File: src/rtl/lc3_control_unit.sv
// LC-3 lab-6 sequencing/decode FSM: one state per clock, Moore control outputs
// for the datapath and SRAM strobes, with MEM_WAIT-cycle memory access states.
module lc3_control_unit #(
  parameter int MEM_WAIT = 2
) (
  input  logic       Clk,
  input  logic       Reset,
  input  logic       Run,
  input  logic       Continue,
  input  logic [3:0] Opcode,
  input  logic       IR_5,
  input  logic       IR_11,
  input  logic       BEN,
  output logic       LD_MAR,
  output logic       LD_MDR,
  output logic       LD_IR,
  output logic       LD_BEN,
  output logic       LD_CC,
  output logic       LD_REG,
  output logic       LD_PC,
  output logic       GatePC,
  output logic       GateMDR,
  output logic       GateALU,
  output logic       GateMARMUX,
  output logic [1:0] PCMUX,
  output logic       DRMUX,
  output logic       SR1MUX,
  output logic       SR2MUX,
  output logic       ADDR1MUX,
  output logic [1:0] ADDR2MUX,
  output logic [1:0] ALUK,
  output logic       MIO_EN,
  output logic       Mem_OE_N,
  output logic       Mem_WE_N
);

  localparam int CW = (MEM_WAIT > 1) ? $clog2(MEM_WAIT) : 1;
  localparam logic [CW-1:0] WAIT_LAST = CW'(MEM_WAIT - 1);

  typedef enum logic [4:0] {
    HALTED = 5'd0,  S18 = 5'd1,  S33 = 5'd2,  S35 = 5'd3,  S32 = 5'd4,
    S01    = 5'd5,  S05 = 5'd6,  S09 = 5'd7,  S00 = 5'd8,  S22 = 5'd9,
    S12    = 5'd10, S04 = 5'd11, S21 = 5'd12, S06 = 5'd13, S25 = 5'd14,
    S27    = 5'd15, S07 = 5'd16, S23 = 5'd17, S16 = 5'd18, PAUSE1 = 5'd19,
    PAUSE2 = 5'd20
  } state_t;

  state_t        state, state_next;
  logic [CW-1:0] wait_cnt, wait_cnt_next;
  logic          wait_last;
  logic          we_n_dec;
  logic          ir11_unused;

  // JSR and JSRR share one state path, so IR[11] does not steer sequencing.
  assign ir11_unused = IR_11;
  assign wait_last   = (wait_cnt == WAIT_LAST);
  // Reset forces the write strobe off without waiting for the state decode.
  assign Mem_WE_N    = we_n_dec | ~Reset;

  // State and wait-counter registers.
  always_ff @(posedge Clk or negedge Reset) begin
    if (!Reset) begin
      state    <= HALTED;
      wait_cnt <= '0;
    end else begin
      state    <= state_next;
      wait_cnt <= wait_cnt_next;
    end
  end

  // Next-state logic; the counter is zero on any wait-state entry.
  always_comb begin
    state_next    = state;
    wait_cnt_next = '0;
    case (state)
      HALTED: if (Run) state_next = S18; else state_next = HALTED;
      S18:    state_next = S33;
      S33, S25, S16: begin
        if (wait_last) begin
          case (state)
            S33:     state_next = S35;
            S25:     state_next = S27;
            default: state_next = S18;
          endcase
        end else begin
          wait_cnt_next = wait_cnt + CW'(1);
        end
      end
      S35:    state_next = S32;
      S32: begin
        case (Opcode)
          4'b0001: state_next = S01;
          4'b0101: state_next = S05;
          4'b1001: state_next = S09;
          4'b0000: state_next = S00;
          4'b1100: state_next = S12;
          4'b0100: state_next = S04;
          4'b0110: state_next = S06;
          4'b0111: state_next = S07;
          4'b1101: state_next = PAUSE1;
          default: state_next = S18;
        endcase
      end
      S00:    if (BEN) state_next = S22; else state_next = S18;
      S04:    state_next = S21;
      S06:    state_next = S25;
      S07:    state_next = S23;
      S23:    state_next = S16;
      S01, S05, S09, S22, S12, S21, S27: state_next = S18;
      PAUSE1: if (Continue) state_next = PAUSE2; else state_next = PAUSE1;
      PAUSE2: if (Continue) state_next = PAUSE2; else state_next = S18;
      default: state_next = HALTED;
    endcase
  end

  // Moore decode of the control word.
  always_comb begin
    LD_MAR = 1'b0; LD_MDR = 1'b0; LD_IR = 1'b0; LD_BEN = 1'b0;
    LD_CC = 1'b0; LD_REG = 1'b0; LD_PC = 1'b0;
    GatePC = 1'b0; GateMDR = 1'b0; GateALU = 1'b0; GateMARMUX = 1'b0;
    PCMUX = 2'b00; DRMUX = 1'b0; SR1MUX = 1'b0; SR2MUX = 1'b0;
    ADDR1MUX = 1'b0; ADDR2MUX = 2'b00; ALUK = 2'b00; MIO_EN = 1'b0;
    Mem_OE_N = 1'b1; we_n_dec = 1'b1;
    case (state)
      S18: begin
        GatePC = 1'b1; LD_MAR = 1'b1; PCMUX = 2'b00; LD_PC = 1'b1;
      end
      S33, S25: begin
        Mem_OE_N = 1'b0;
        if (wait_last) begin
          MIO_EN = 1'b1; LD_MDR = 1'b1;
        end else begin
          MIO_EN = 1'b0;
        end
      end
      S35: begin GateMDR = 1'b1; LD_IR = 1'b1; end
      S32: LD_BEN = 1'b1;
      S01, S05, S09: begin
        SR1MUX = 1'b1; SR2MUX = IR_5; GateALU = 1'b1; LD_REG = 1'b1; LD_CC = 1'b1;
        if (state == S01)      ALUK = 2'b00;
        else if (state == S05) ALUK = 2'b01;
        else                   ALUK = 2'b10;
      end
      S22: begin
        ADDR1MUX = 1'b0; ADDR2MUX = 2'b10; PCMUX = 2'b10; LD_PC = 1'b1;
      end
      S12: begin
        SR1MUX = 1'b1; ADDR1MUX = 1'b1; ADDR2MUX = 2'b00; PCMUX = 2'b10; LD_PC = 1'b1;
      end
      S04: begin GatePC = 1'b1; DRMUX = 1'b1; LD_REG = 1'b1; end
      S21: begin
        ADDR1MUX = 1'b0; ADDR2MUX = 2'b11; PCMUX = 2'b10; LD_PC = 1'b1;
      end
      S06, S07: begin
        SR1MUX = 1'b1; ADDR1MUX = 1'b1; ADDR2MUX = 2'b01; GateMARMUX = 1'b1; LD_MAR = 1'b1;
      end
      S27: begin GateMDR = 1'b1; LD_REG = 1'b1; LD_CC = 1'b1; end
      S23: begin
        SR1MUX = 1'b0; ALUK = 2'b11; GateALU = 1'b1; MIO_EN = 1'b0; LD_MDR = 1'b1;
      end
      S16: we_n_dec = 1'b0;
      default: begin
        LD_MAR = 1'b0;
      end
    endcase
  end

endmodule
File: config.mk
export PLATFORM = sky130hd
export DESIGN_NAME = lc3_control_unit
export DESIGN_NICKNAME = d
export VERILOG_FILES = /design/src/rtl/lc3_control_unit.sv
export SDC_FILE = /design/constraint.sdc
export NUM_CORES = 1
export LEC_CHECK = 0
export BUFFER_PORTS_ARGS = -buffer_cell sky130_fd_sc_hd__buf_2
export CAP_MARGIN = 20
export CELL_PAD_IN_SITES_DETAIL_PLACEMENT = 2
export CELL_PAD_IN_SITES_GLOBAL_PLACEMENT = 2
export CORE_MARGIN = 2
export CORE_UTILIZATION = 26
export CTS_CLUSTER_SIZE = 10
export DETAILED_ROUTE_END_ITERATION = 10
export PLACE_DENSITY_LB_ADDON = 0.2
export SYNTH_ARGS = -nofsm -noshare
export SYNTH_HDL_FRONTEND = slang
export SYNTH_SLANG_ARGS = --single-unit
File: constraint.sdc
create_clock -name Clk -period 1.7 [get_ports Clk]
set_input_delay 0.17 -clock Clk [delete_from_list [all_inputs] [get_ports Clk]]
set_output_delay 0.17 -clock Clk [all_outputs]
set_load 0.02 [all_outputs]
After elaboration in Yosys (flattened, before gate mapping)
Memories as Yosys holds them, arrays and structs flattened. Index checks and enable logic that the tools add are counted.

Register bits: 6. Bits in read-only memories: 80. Bits of input ports: 11. Word-level logic and storage cells: 76. Memories kept: 1.

Memory list: (no name shown) (words 16, width 5, read ports 1, clocked after Yosys merged registers in 0, write ports 0, RTL line 91) `case (Opcode)`.

Add/sub/neg operators: 1. Eq/ne operators: 21. Muxes and demuxes: 33. Bitwise operators: 2. Reduce and logical (&&, ||, !) cells: 16.

Operator list (number): $pmux W5 S13 (1); $eq A5 B4 Y1 const B (8); $eq A5 B5 Y1 const B (5); $mux W1 (21); $eq A5 B3 Y1 const B (4); $reduce_or A3 Y1 (5); $reduce_or A4 Y1 (3); $eq A5 B2 Y1 const B (2); $mux W5 (2); $pmux W4 S2 (1); $reduce_or A2 Y1 (4); $reduce_or A7 Y1 (1); $mux W2 (3); $pmux W2 S3 (1); $reduce_or A6 Y1 (1); $eq A5 B1 Y1 const B (1); $logic_not A5 Y1 (1); $reduce_or A5 Y1 (1); $mux W4 (1); $pmux W2 S2 (1); $mux W3 (1); $ne A2 B2 Y1 const B (1); $pmux W1 S2 (1); $add A1 B1 Y1 const B (1); other kinds (2) (2).

Depth between registers and ports, before layout
Gate-level depths: netlist of the first run.

Depth in word-level cells: 4. Depth in mapped cells: 6. Gate-level depth less buffers: 6.

Least setup slack after synthesis of the first run
OpenSTA, ideal clock, no wires.

Path kind: flip-flop to output port. Start point: register state[4]. End point: output port LD_REG. Data arrival time: 1524 ps. Slack: 6 ps. Cell stages (with the launch flop): 5. Buffers on the path: 2. Path through: dfrtp_1 > buf_2 > buf_2 > nor3_1 > or2_1.

Word-level cells in the longest chain between the ends: 3. Elaborated cells on any way between the ends: 7. Classes of those cells: eq/ne: 5; mux: 1; reduce/logical: 1.

RTL lines: from (decl) (RTL line 48) `state_t state, state_next;`; from (signal assigned) (RTL line 66) `state <= state_next;`; $eq A5 B3 Y1 or $eq A5 B4 Y1 (tied branches) (RTL line 124) `case (state)`; $reduce_or A5 Y1 (no source line) (*); $mux W1 (*) (RTL line 124); to (decl) (RTL line 19) `output logic LD_REG,`.

Mark *: on every way between the ends. The rest lies on a longest branch, timed or not.

Worst setup path after layout of the first run
Ends and elaborated chain as after synthesis.

==> results of run 1 <==
-- synthesized netlist by cell type (all sizes together) --
master   count
a221o        1
xnor2        3
and3         3
nand3b       2
a22o         1
o32ai        1
o21bai       1
a21oi        9
a221oi       1
a211oi       2
a32oi        2
nor3b        2
o31ai        1
nor2        16
a21o         2
nand3        3
nor4         1
a2bb2oi      1
o21ai       13
or2          3
inv          7
a31oi        2
nand2b       8
and2b        1
o31a         1
xor2         1
nand4b       1
ha           4
mux2i        1
nor3         3
buf         11
nand2       14
conb         1
clkbuf       1
dfrtp        6
a2111oi      1
and4b        1
o22ai        2
nor2b        4
-- critical path, delay by kind of cell, from the launching register on --
kind	cells	cell delay, ns
buffers and inverters	1	0.17
flip-flops	1	0.57
AND/OR/NAND/NOR	3	0.59
-- cells by family (layout without fill, tap and decap cells) --
group                      after synthesis  count (layout)  share of synthesized area [%]
muxes                                    1               1                           1.04
other                                    1               1                          0.389
buffers and inverters                   19              76                           10.9
AOI/OAI and AO/OA                       41              41                           29.0
DFF                                      6               6                           15.6
and+or+nand+nor                         62              62                           34.3
xor gates and xnor gates                 4               4                           3.64
adders and majority gates                4               4                           5.20
-- per-stage QoR --
stage | util, % | instance area, um^2 | setup WS, ns | power (mW) | TNS (ns)
final | 44.1 | 1590 | -0.0291 | 2.94 | -0.0291
after CTS | 37.5 | 1350 | 0.00117 | 2.43 | 0
after floorplan | - | 963 | 0.00585 | 1.42 | 0
after detailed placement | 34.3 | 1240 | 0.0228 | 2.05 | 0
after global routing | 44.1 | 1590 | -0.0726 | 3.13 | -0.423
after global placement | 34.3 | 1240 | 0.0750 | 1.98 | 0
-- layout make-up --
| cell class | instances | share of cell area (%) |
|---|---|---|
| clock buffers | 3 | 2.60 |
| inverters | 7 | 1.81 |
| multi-input cells | 113 | 51.8 |
| flip-flops and latches | 6 | 9.99 |
| well taps | 48 | 3.78 |
| repair buffers | 66 | 30.1 |
-- registers in the layout (all words and copies together), names as in the netlist --
name / count
state: 5
wait_cnt: 1
-- where the power goes --
group	total [mW]	internal, mW	switching [mW]
sequential	0.373	0.217	0.156
clock	0.221	0.153	0.0684
combinational	2.35	1.08	1.27
total	2.94	1.45	1.49
-- metal layers --
metal / GRT usage [%] / part of all wire, % / wire length (um) / vias to the layer above
met5: 0 / 0 / 0 / -
met3: 1.56 / 2.4 / 110 / 2
met2: 38.4 / 56 / 2560 / 29
met4: 3.72 / 0.41 / 19 / 0
met1: 23.4 / 41 / 1910 / 642
li1: - / - / - / 595
-- final timing paths --
path,from,to,slack (ns),cells past startpoint
setup / recovery,state[4],LD_REG,-0.03,4
hold / removal,Reset,wait_cnt,0.31,2
setup reg to reg,state[4],state[1],0.05,5
hold reg to reg,wait_cnt,wait_cnt,0.53,1
max in group asynchronous,Reset,state[2],1.21,2
min in group Clk,Opcode[2],state[4],0.33,3
-- repair_timing --
item | 4_1_cts | 5_1_grt
pin swaps | 0 | 8
endpoints found under the setup margin | 22 | 16
hold endpoints to repair | 6 | 0
resized for setup | 9 | 40
setup buffers | 6 | 11
hold buffers | 1 | 0
==> summary.md, run 1 <==
| Metric | Value |
|---|---|
| Yosys top cell area share | 15.6% |
| Mean Syn Cell Area | 6.98 um^2 |
| Worst hold slack | slightly above 0.3 ns |
| Layout Area Growth over Synthesis | 65.1% |
| Chip Height | roughly 65 um |
| Slew Viols, Final | 0 |
| GRT Util Overall | around 20% |
| Failing checks | setup timing |
| # setup viols final | 1 |
| Fillers | between 400 and 500 |
| Crit path launch type | flop |
| Core ar. | 3610 um^2 |
| Cells after Synth | ~140 |
| Area contributors post-synth | dfrtp_1 (16%), o21ai_0 (6.8%), nor2_1 (5.8%), nand2_1 (5.5%), ha_1 (5.2%) |
| Clock-pin slew on the worst setup and hold paths | 0.04 ns |
| DIE AREA | 4210 um^2 |
| Residual DRC | 0 |
| Initial DRC Count | 49 |
| Ant. Diodes | 0 |
| Crit share post-route | 102% |
| Number of instances in the placed design | between 200 and 250 |
| Crit path cell chain | nand2b_2 > nor2_2 > or2_1 > buf_2 |
| Pin count of the biggest net entering global routing | 19 |
| Post-route insts no fill | ~240 |
| Antenna violations before repair | 0 |
| RSZ-0062 raised after global routing | true |
| Clk_lat worst skew | 0.23 ns |
| CP peak stage delay | roughly 0.57 ns |
| WS Path Type | reg2out |
| Final WS setup | -0.0291 ns |
| Yosys cell types | 45 |
| Wire per inst | about 19 um |
| Post-Syn Area | roughly 960 um^2 |
| Commonest non-fill, non-tap cell in the layout | buf_4 |
| Port Buffer Count | 32 |
| Power density cells | 1850 nW/um^2 |
| Antenna viol nets, final | 0 |
| Syn Nets | roughly 150 |
| Maximum clock path buffer count | 2 |
| Top Ports | 35 |
| Yosys warns | 0 |
| Via count of the routed design | ~1,300 |
| Worst Setup End Kind | primary output |
| Seq. cell area | 159 um^2 |
| Area occupied by multi-input gates | between 800 and 900 um^2 |
| Final WL | around 4600 um |
| Root Driver | clkbuf_8 |
| Leakage | between 0.7 and 0.8 nW |
| Most frequent cells in the layout | buf_4 (36), buf_2 (24), nand2_1 (14) |
| Depth of the CTS H-tree | 1 |
| First-pass GRT wire length | roughly 6500 um |
| Post-synth top area cell | dfrtp_1 |
| Inserted Clock Buffers | 3 |
| Fmax achieved | just under 0.6 GHz |
| Yosys reg bits | 6 |
| Site Rows | 22 |
| Outcome | finished with violations |
| Vias in the first global route | 1,300 |
| RD Place Congestion | approximately 0.84 |
| CP max-delay cell | dfrtp_4 |
| Critical Path RT | ~1.5 ns |
| Vias per cell | between 5 and 6 |
| Final #Nets | approximately 210 |
| Share of layout cells above drive strength 1 | roughly 52% |
| CTS tree | done |
| Type of the worst min-delay path | in2async |
| Post-synthesis sequential area ratio | 15.6% |
| Max-Cap Viols | 0 |
| Clk_skew | 0.00460 ns |
| Initial Utilization | 26.7% |
| Critical Path Fanout Max | 14 |
| CTS Sinks | 6 |
| First-pass DRT Iterations | 4 |
| Detail Placement HPWL | approximately 2800 um |
| Final min period | 1.73 ns |
| GR Overflow Total | 0 |
| Maximum VDD drop | 0.000613 V |
| Worst path arrival time | 1.56 ns |
| Final Hold Vio Count | 0 |
| Die width | approximately 65 um |
Power figures use the tool's default switching activity.
==> inputs of run 2 (changes only) <==
- CORE_UTILIZATION: 26 -> 27
- CTS_BUF_LIST: default -> sky130_fd_sc_hd__clkbuf_4
==> run 2 against run 1 <==
Against the previous run: the flow still finishes with violations (setup timing); worst hold slack got worse by 0.041 ns; sequential power shrank 7.2%; first-iteration DRC count is 20% higher; non-clock buffer count up 3; utilization increased by 4.9 points; via count is 7.1% higher; worst setup slack got worse by 0.10 ns; combinational power is 14% higher; die area decreased by 3.5%; total power increased by 8.5%; routed wire length increased by 28%; clock-buffer cell count is the same; critical endpoint is now LD_MDR; largest power group unchanged.
==> summary.md, run 2 (synthesized netlist as in run 1, its figures left out) <==
| Metric | Value |
|---|---|
| Initial Utilization | 28.4% (was 26.7%) |
| Switch share | 53.0% (was 50.7%) |
| Combinational group share of total power | 84.1% (was 79.8%) |
| Site Rows | 21 (was 22) |
| Biggest regs | state (5), wait_cnt (1) (unchanged) |
| Crit share post-route | 108% (was 102%) |
| Final Util | 49.0% (was 44.1%) |
| CTS tree | done (unchanged) |
| Share of layout cells above drive strength 1 | 57.1% (was 52.3%) |
| Fmax achieved | 0.547 GHz (was 0.578 GHz) |
| RSZ-0062 raised after global routing | true (unchanged) |
| Vias per cell | 5.57 (was 5.22) |
| Wire per inst | 24.2 um (was 18.9 um) |
| Via count of the routed design | 1,358 (was 1,268) |
| GRT Util Overall | 24.2% (was 19.8%) |
| DIE AREA | 4060 um^2 (was 4210 um^2) |
| Most frequent cells in the layout | buf_4 (38), buf_2 (19), nand2_1 (12) (was buf_4 (36), buf_2 (24), nand2_1 (14)) |
| # setup viols final | 11 (was 1) |
| Critical Path Fanout Max | 6 (was 14) |
| CP max-delay cell | dfrtp_2 (was dfrtp_4) |
| Critical Path RT | 1.53 ns (about the same) |
| First-pass GRT wire length | 7510 um (was 6480 um) |
| Crit path launch type | flop (unchanged) |
| Depth of the CTS H-tree | 1 (unchanged) |
| Power density cells | 1920 nW/um^2 (was 1850 nW/um^2) |
| Root Driver | clkbuf_4 (was clkbuf_8) |
| Reg-to-reg critical path endpoint | state[1] (unchanged) |
| Worst path arrival time | 1.66 ns (was 1.56 ns) |
| CP peak stage delay | 0.48 ns (was 0.57 ns) |
| Type of the worst min-delay path | in2async (unchanged) |
| Clk_skew | 0.0109 ns (was 0.00460 ns) |
| Die width | 63.7 um (was 64.9 um) |
| Clock-pin slew on the worst setup and hold paths | 0.07 ns (was 0.04 ns) |
| Crit path to | LD_MDR (was LD_REG) |
| Leakage | 0.774 nW (was 0.757 nW) |
| Antenna viol nets, final | 0 (unchanged) |
| FF-to-FF Start | state[2] (was state[4]) |
| Internal | 1.50 mW (was 1.45 mW) |
| Antenna violations before repair | 0 (unchanged) |
| Biggest register | state (unchanged) |
| Power share of the sequential group | 10.8% (was 12.7%) |
| Failing checks | setup timing (unchanged) |
| Pin count of the biggest net entering global routing | 11 (was 19) |
| Final min period | 1.83 ns (was 1.73 ns) |
| FF-to-FF setup slack | -0.06 ns (was 0.05 ns) |
| Crit path from | state[1] (was state[4]) |
| Final WS setup | -0.129 ns (was -0.0291 ns) |
| Final instance area | 1660 um^2 (was 1590 um^2) |
| GR Overflow Total | 0 (unchanged) |
| Final Hold Vio Count | 0 (unchanged) |
| Clock power frac | 5.0% (was 7.5%) |
| Worst Setup End Kind | primary output (unchanged) |
| Top Ports | 35 (unchanged) |
| Inserted Clock Buffers | 3 (unchanged) |
| Largest register FFs | 5 (unchanged) |
| Chip Height | 63.7 um (was 64.9 um) |
| WS Path Type | reg2out (unchanged) |
| Max-Cap Viols | 0 (unchanged) |
| Port Buffer Count | 32 (unchanged) |
| Fillers | 386 (was 413) |
| Ant. Diodes | 0 (unchanged) |
| Residual DRC | 0 (unchanged) |
| First-pass DRT Iterations | 4 (unchanged) |
| Clk_lat worst skew | 0.27 ns (was 0.23 ns) |
| NetSw | 1.69 mW (was 1.49 mW) |
| Post-DP Area | 1230 um^2 (was 1240 um^2) |
| Outcome | finished with violations (unchanged) |
| Core ar. | 3390 um^2 (was 3610 um^2) |
| Commonest non-fill, non-tap cell in the layout | buf_4 (unchanged) |
| Maximum clock path buffer count | 2 (unchanged) |
| Initial DRC Count | 59 (was 49) |
| RD Place Congestion | 0.768 (was 0.844) |
| Crit path cell chain | buf_6 > and2b_2 > and3_4 > o21bai_1 > buf_4 (was nand2b_2 > nor2_2 > or2_1 > buf_2) |
| Slew Viols, Final | 0 (unchanged) |
| Detail Placement HPWL | 2990 um (was 2800 um) |
| CTS Sinks | 6 (unchanged) |
| Final WL | 5890 um (was 4600 um) |
| Layout Area Growth over Synthesis | 72.5% (was 65.1%) |
| R2R cell count | 6 (was 5) |
| Vias in the first global route | 1,428 (was 1,300) |
| Maximum VDD drop | 0.000662 V (was 0.000613 V) |
| Final #Nets | 215 (was 212) |
[run 2: cell types whose count changed in the layout (fill, tap and decap cells not counted), moves of 2 or more]
cell	change
buf_12	-2
buf_2	-5
buf_4	+2
a21oi_2	+2
nand2_2	+2
buf_6	+9
clkbuf_4	+3
clkbuf_8	-3
and3_4	+2
nand2_1	-2
a21oi_1	-2
[run 2: power by group through the flow]
stage / registers [mW] / logic (mW) / clock network [mW]
floorplan: 0.258 / 1.16 / 0
global placement: 0.353 / 1.61 / 0
detailed placement: 0.359 / 1.69 / 0
CTS: 0.332 / 2.03 / 0.165
global route: 0.349 / 2.83 / 0.168
finish: 0.346 / 2.69 / 0.161
[run 2: worst min-delay path by stage]
| stage | from | to |
|---|---|---|
| after detailed placement | Reset | state[4] |
| after global placement | Reset | state[4] |
| after global routing | Reset | state[4] |
| after floorplan | Reset | state[0] |
| after CTS | Opcode[2] | state[4] |
| final | Reset | state[4] |
[run 2: stage by stage]
step | hold slack (ns) | total power [mW] | TNS, ns | setup slack, ns | cells
after detailed placement | 0.0113 | 2.05 | 0 | 0.0149 | 221
after CTS | 0.239 | 2.53 | -0.175 | -0.0526 | 236
after floorplan | -0.126 | 1.42 | 0 | 0.00585 | 138
final | 0.270 | 3.19 | -0.639 | -0.129 | 244
after global placement | 0.000687 | 1.96 | 0 | 0.108 | 221
after global routing | 0.279 | 3.35 | -1.59 | -0.191 | 244
[run 2: layer usage]
layer  track usage (%)  part of all wire, %  vias to the layer above
met4              7.07                  1.6                        0
li1                  -                    -                      604
met5                 0                    0                        -
met1              26.8                   37                      688
met3              3.35                  5.1                       10
met2              47.1                   56                       56
[run 2: layout make-up]
type | instances | area (um^2) | share of cell area [%]
clock buffer | 3 | 22.5 | 1.36
timing repair buffer | 69 | 514 | 30.9
tap | 46 | 57.6 | 3.46
sequential | 6 | 156 | 9.41
multi-input combinational | 113 | 880 | 52.9
inverter | 7 | 31.3 | 1.88
[run 2: what timing repair did]
| item | in CTS | in global routing |
|---|---|---|
| setup endpoints to repair | 22 | 23 |
| pin swaps | 3 | 16 |
| setup buffers | 11 | 11 |
| gates resized for setup | 23 | 54 |
| hold endpoints to repair | 6 | 0 |
| cloned | 0 | 0 |
| hold buffers | 1 | 0 |
[run 2: worst max-delay path: cells and delay by family, from the launching register on]
family                 cells  cell delay [ns]
DFF                        1             0.48
and+or+nand+nor            2             0.41
buffers and inverters      2             0.33
AOI/OAI and AO/OA          1             0.17
==> inputs of run 3 (changes only) <==
- ABC_AREA: default -> 1
- CORE_UTILIZATION: 27 -> 24
==> run 3 against run 2 <==
Against the previous run: the run still ends with setup timing left; synthesized area decreased by 14%; worst hold slack worse by 0.048 ns; clock skew decreased by 0.011 ns; global-route usage down 7.4 points; worst setup slack improved by 0.10 ns; highest routed layer unchanged; register-to-register slack improved by 0.35 ns; clock power decreased by 20%; synthesized cell count down 0.72%; critical path depth is 1 higher; maximum frequency rose by 5.9%; combinational power decreased by 49%; via count decreased by 21%.
==> summary.md, run 3 <==
| Metric | Value |
|---|---|
| Outcome | finished with violations (unchanged) |
| Failing checks | setup timing (unchanged) |
| Syn Nets | 152 (was 153) |
| FF-to-FF setup slack | 0.29 ns (was -0.06 ns) |
| Yosys cell types | 23 (was 45) |
| Synth Flop Type | dfrtp_1 (unchanged) |
| Commonest non-fill, non-tap cell in the layout | nand2_1 (was buf_4) |
| Fmax achieved | 0.579 GHz (was 0.547 GHz) |
| Mean Syn Cell Area | 6.04 um^2 (was 6.98 um^2) |
| Residual DRC | 0 (unchanged) |
| RD Place Congestion | 0.846 (was 0.768) |
| GR Overflow Total | 0 (unchanged) |
| Area contributors post-synth | dfrtp_1 (18%), nand2_1 (15%), nand3_1 (10%), inv_1 (9.1%), ha_1 (6.1%) (was dfrtp_1 (16%), o21ai_0 (6.8%), nor2_1 (5.8%), nand2_1 (5.5%), ha_1 (5.2%)) |
| Final #Nets | 201 (was 215) |
| Post-synth EDFFs | 0 (unchanged) |
| Wire per inst | 13.9 um (was 24.2 um) |
| Seq. cell area | 156 um^2 (unchanged) |
| Clk_skew | 0.000316 ns (was 0.0109 ns) |
| Final WL | 3210 um (was 5890 um) |
| Metal3 WL | 68 um (was 301 um) |
| Core ar. | 3310 um^2 (was 3390 um^2) |
| Post-synth top area cell | dfrtp_1 (unchanged) |
| Port Buffer Count | 32 (unchanged) |
| Critical Path Fanout Max | 5 (was 6) |
| Type of the worst min-delay path | in2reg (was in2async) |
| Share of layout cells above drive strength 1 | 46.7% (was 57.1%) |
| Initial DRC Count | 29 (was 59) |
| Biggest register | state (unchanged) |
| Yosys top cell area share | 18.2% (was 15.6%) |
| Maximum clock path buffer count | 2 (unchanged) |
| DIE AREA | 3930 um^2 (was 4060 um^2) |
| Worst Setup End Kind | primary output (unchanged) |
| Initial Utilization | 25.0% (was 28.4%) |
| Top Ports | 35 (unchanged) |
| Worst path arrival time | 1.56 ns (was 1.66 ns) |
| First-pass GRT wire length | 5240 um (was 7510 um) |
| Maximum VDD drop | 0.000315 V (was 0.000662 V) |
| Total power | 1.81 mW (was 3.19 mW) |
| Max-Cap Viols | 0 (unchanged) |
| WS Path Type | reg2out (unchanged) |
| Antenna violations before repair | 0 (unchanged) |
| # setup viols final | 2 (was 11) |
| Area occupied by multi-input gates | 596 um^2 (was 880 um^2) |
| Top Metal Used | met4 (unchanged) |
| Depth of the CTS H-tree | 1 (unchanged) |
| Largest register FFs | 5 (unchanged) |
| Clk_lat worst skew | 0.24 ns (was 0.27 ns) |
| Cells after Synth | 137 (was 138) |
| Antenna viol nets, final | 0 (unchanged) |
| Count leader, synth | nand2_1 (was nor2_1) |
| Fillers | 439 (was 386) |
| Vias per cell | 4.66 (was 5.57) |
| Root Driver | clkbuf_4 (unchanged) |
| Yosys reg bits | 6 (unchanged) |
| Biggest regs | state (5), wait_cnt (1) (unchanged) |
| Critical Path RT | 1.53 ns (about the same) |
| Pin count of the biggest net entering global routing | 11 (unchanged) |
| Clock-pin slew on the worst setup and hold paths | 0.04 ns (was 0.07 ns) |
| Final Util | 37.2% (was 49.0%) |
| Chip Height | 62.7 um (was 63.7 um) |
| Final WS setup | -0.0272 ns (was -0.129 ns) |
| Final min period | 1.73 ns (was 1.83 ns) |
| Final Hold Vio Count | 0 (unchanged) |
| Async S/R FF share, synth | 100% (unchanged) |
| Inserted Clock Buffers | 3 (unchanged) |
| Number of instances in the placed design | 217 (was 221) |
| Final instance area | 1230 um^2 (was 1660 um^2) |
| Ant. Diodes | 0 (unchanged) |
| Min-Delay Path Depth | 3 |
| RSZ-0062 raised after global routing | true (unchanged) |
| Power density cells | 1470 nW/um^2 (was 1920 nW/um^2) |
| First-pass DRT Iterations | 4 (unchanged) |
| Most frequent cells in the layout | nand2_1 (31), buf_2 (25), buf_4 (19) (was buf_4 (38), buf_2 (19), nand2_1 (12)) |
| Met2 wire len | 1760 um (was 3300 um) |
| Crit path launch type | flop (unchanged) |
| Sum Neg Setup Slack | -0.0302 ns (was -0.639 ns) |
| Post-DP Area | 1060 um^2 (was 1230 um^2) |
| Detail Placement HPWL | 2570 um (was 2990 um) |
| Vias in the first global route | 1,158 (was 1,428) |
| Via count of the routed design | 1,072 (was 1,358) |
| Slew Viols, Final | 0 (unchanged) |
| Die width | 62.7 um (was 63.7 um) |
| Site Rows | 21 (unchanged) |
| Yosys warns | 0 (unchanged) |
| Layout Area Growth over Synthesis | 48.9% (was 72.5%) |
| CTS Sinks | 6 (unchanged) |
| Leakage | 0.748 nW (was 0.774 nW) |
| Worst hold slack | 0.221 ns (was 0.270 ns) |
| Post-route insts no fill | 230 (was 244) |
| CTS tree | done (unchanged) |
| Metal-1 WL | 1350 um (was 2200 um) |
| Crit share post-route | 102% (was 108%) |
| Most frequent cells after synthesis | nand2_1 (33), inv_1 (20), nand3_1 (17), nor2_1 (13) (was nor2_1 (15), nand2_1 (14), o21ai_0 (13), a21oi_1 (9)) |
| GRT Util Overall | 16.8% (was 24.2%) |
| Post-Syn Area | 827 um^2 (was 963 um^2) |
| Post-synthesis sequential area ratio | 18.2% (was 15.6%) |
| Dpl ws | 0.0839 ns (was 0.0149 ns) |
| R2R cell count | 8 (was 6) |
[run 3: cell count changes after synthesis, sizes merged, moves of 6 or more]
| cell | delta |
|---|---|
| buf | -9 |
| inv | +20 |
| nand2 | +22 |
| nand2b | -8 |
| nand3 | +16 |
| o21ai | -6 |
[run 3: logic make-up after synthesis]
kind of cell / after synthesis / synth area share, %
AOI/OAI and AO/OA: 13 / 8.77
adders and majority gates: 4 / 6.05
buffers and inverters: 30 / 15.6
DFF: 6 / 18.2
other: 1 / 0.453
and+or+nand+nor: 83 / 51.0
[run 3: worst max-delay path, cell delays in order, from the launching register on]
cell     delay [ns]
dfrtp_2        0.44
nor2_4         0.19
nand2_1        0.11
inv_1          0.12
nand2_1        0.13
o21ai_0        0.12
buf_2          0.20
[run 3: where the power goes]
part / switching [mW] / internal [mW] / leakage (nW)
clock network: 0.0487 / 0.0797 / 0.0138
logic: 0.880 / 0.496 / 0.663
registers: 0.104 / 0.204 / 0.0712
total: 1.03 / 0.780 / 0.748
[run 3: what timing repair did]
item	in CTS	in global routing
pin swaps	2	3
hold endpoints to repair	6	0
resized for setup	17	12
setup endpoints to repair	20	17
setup buffers	4	5
hold buffers	1	0
[run 3: routing by layer]
metal	up-vias	global-route usage (%)
met5	-	0
met4	0	6.67
met3	2	0.360
met2	17	32.5
met1	532	19.2
li1	521	-
[run 3: layout make-up]
class | count | share of cell area, %
Tap cell | 46 | 4.67
Multi-Input combinational cell | 101 | 48.4
Inverter | 28 | 8.94
Timing Repair Buffer | 46 | 23.5
Sequential cell | 6 | 12.7
Clock buffer | 3 | 1.83
[run 3: path summary, 6_finish.rpt]
path,to,from
min in group asynchronous,wait_cnt,Reset
max in group asynchronous,state[4],Reset
hold / removal,state[3],BEN
hold reg to reg,wait_cnt,wait_cnt
setup / recovery,ALUK[1],state[3]
setup reg to reg,state[0],state[1]
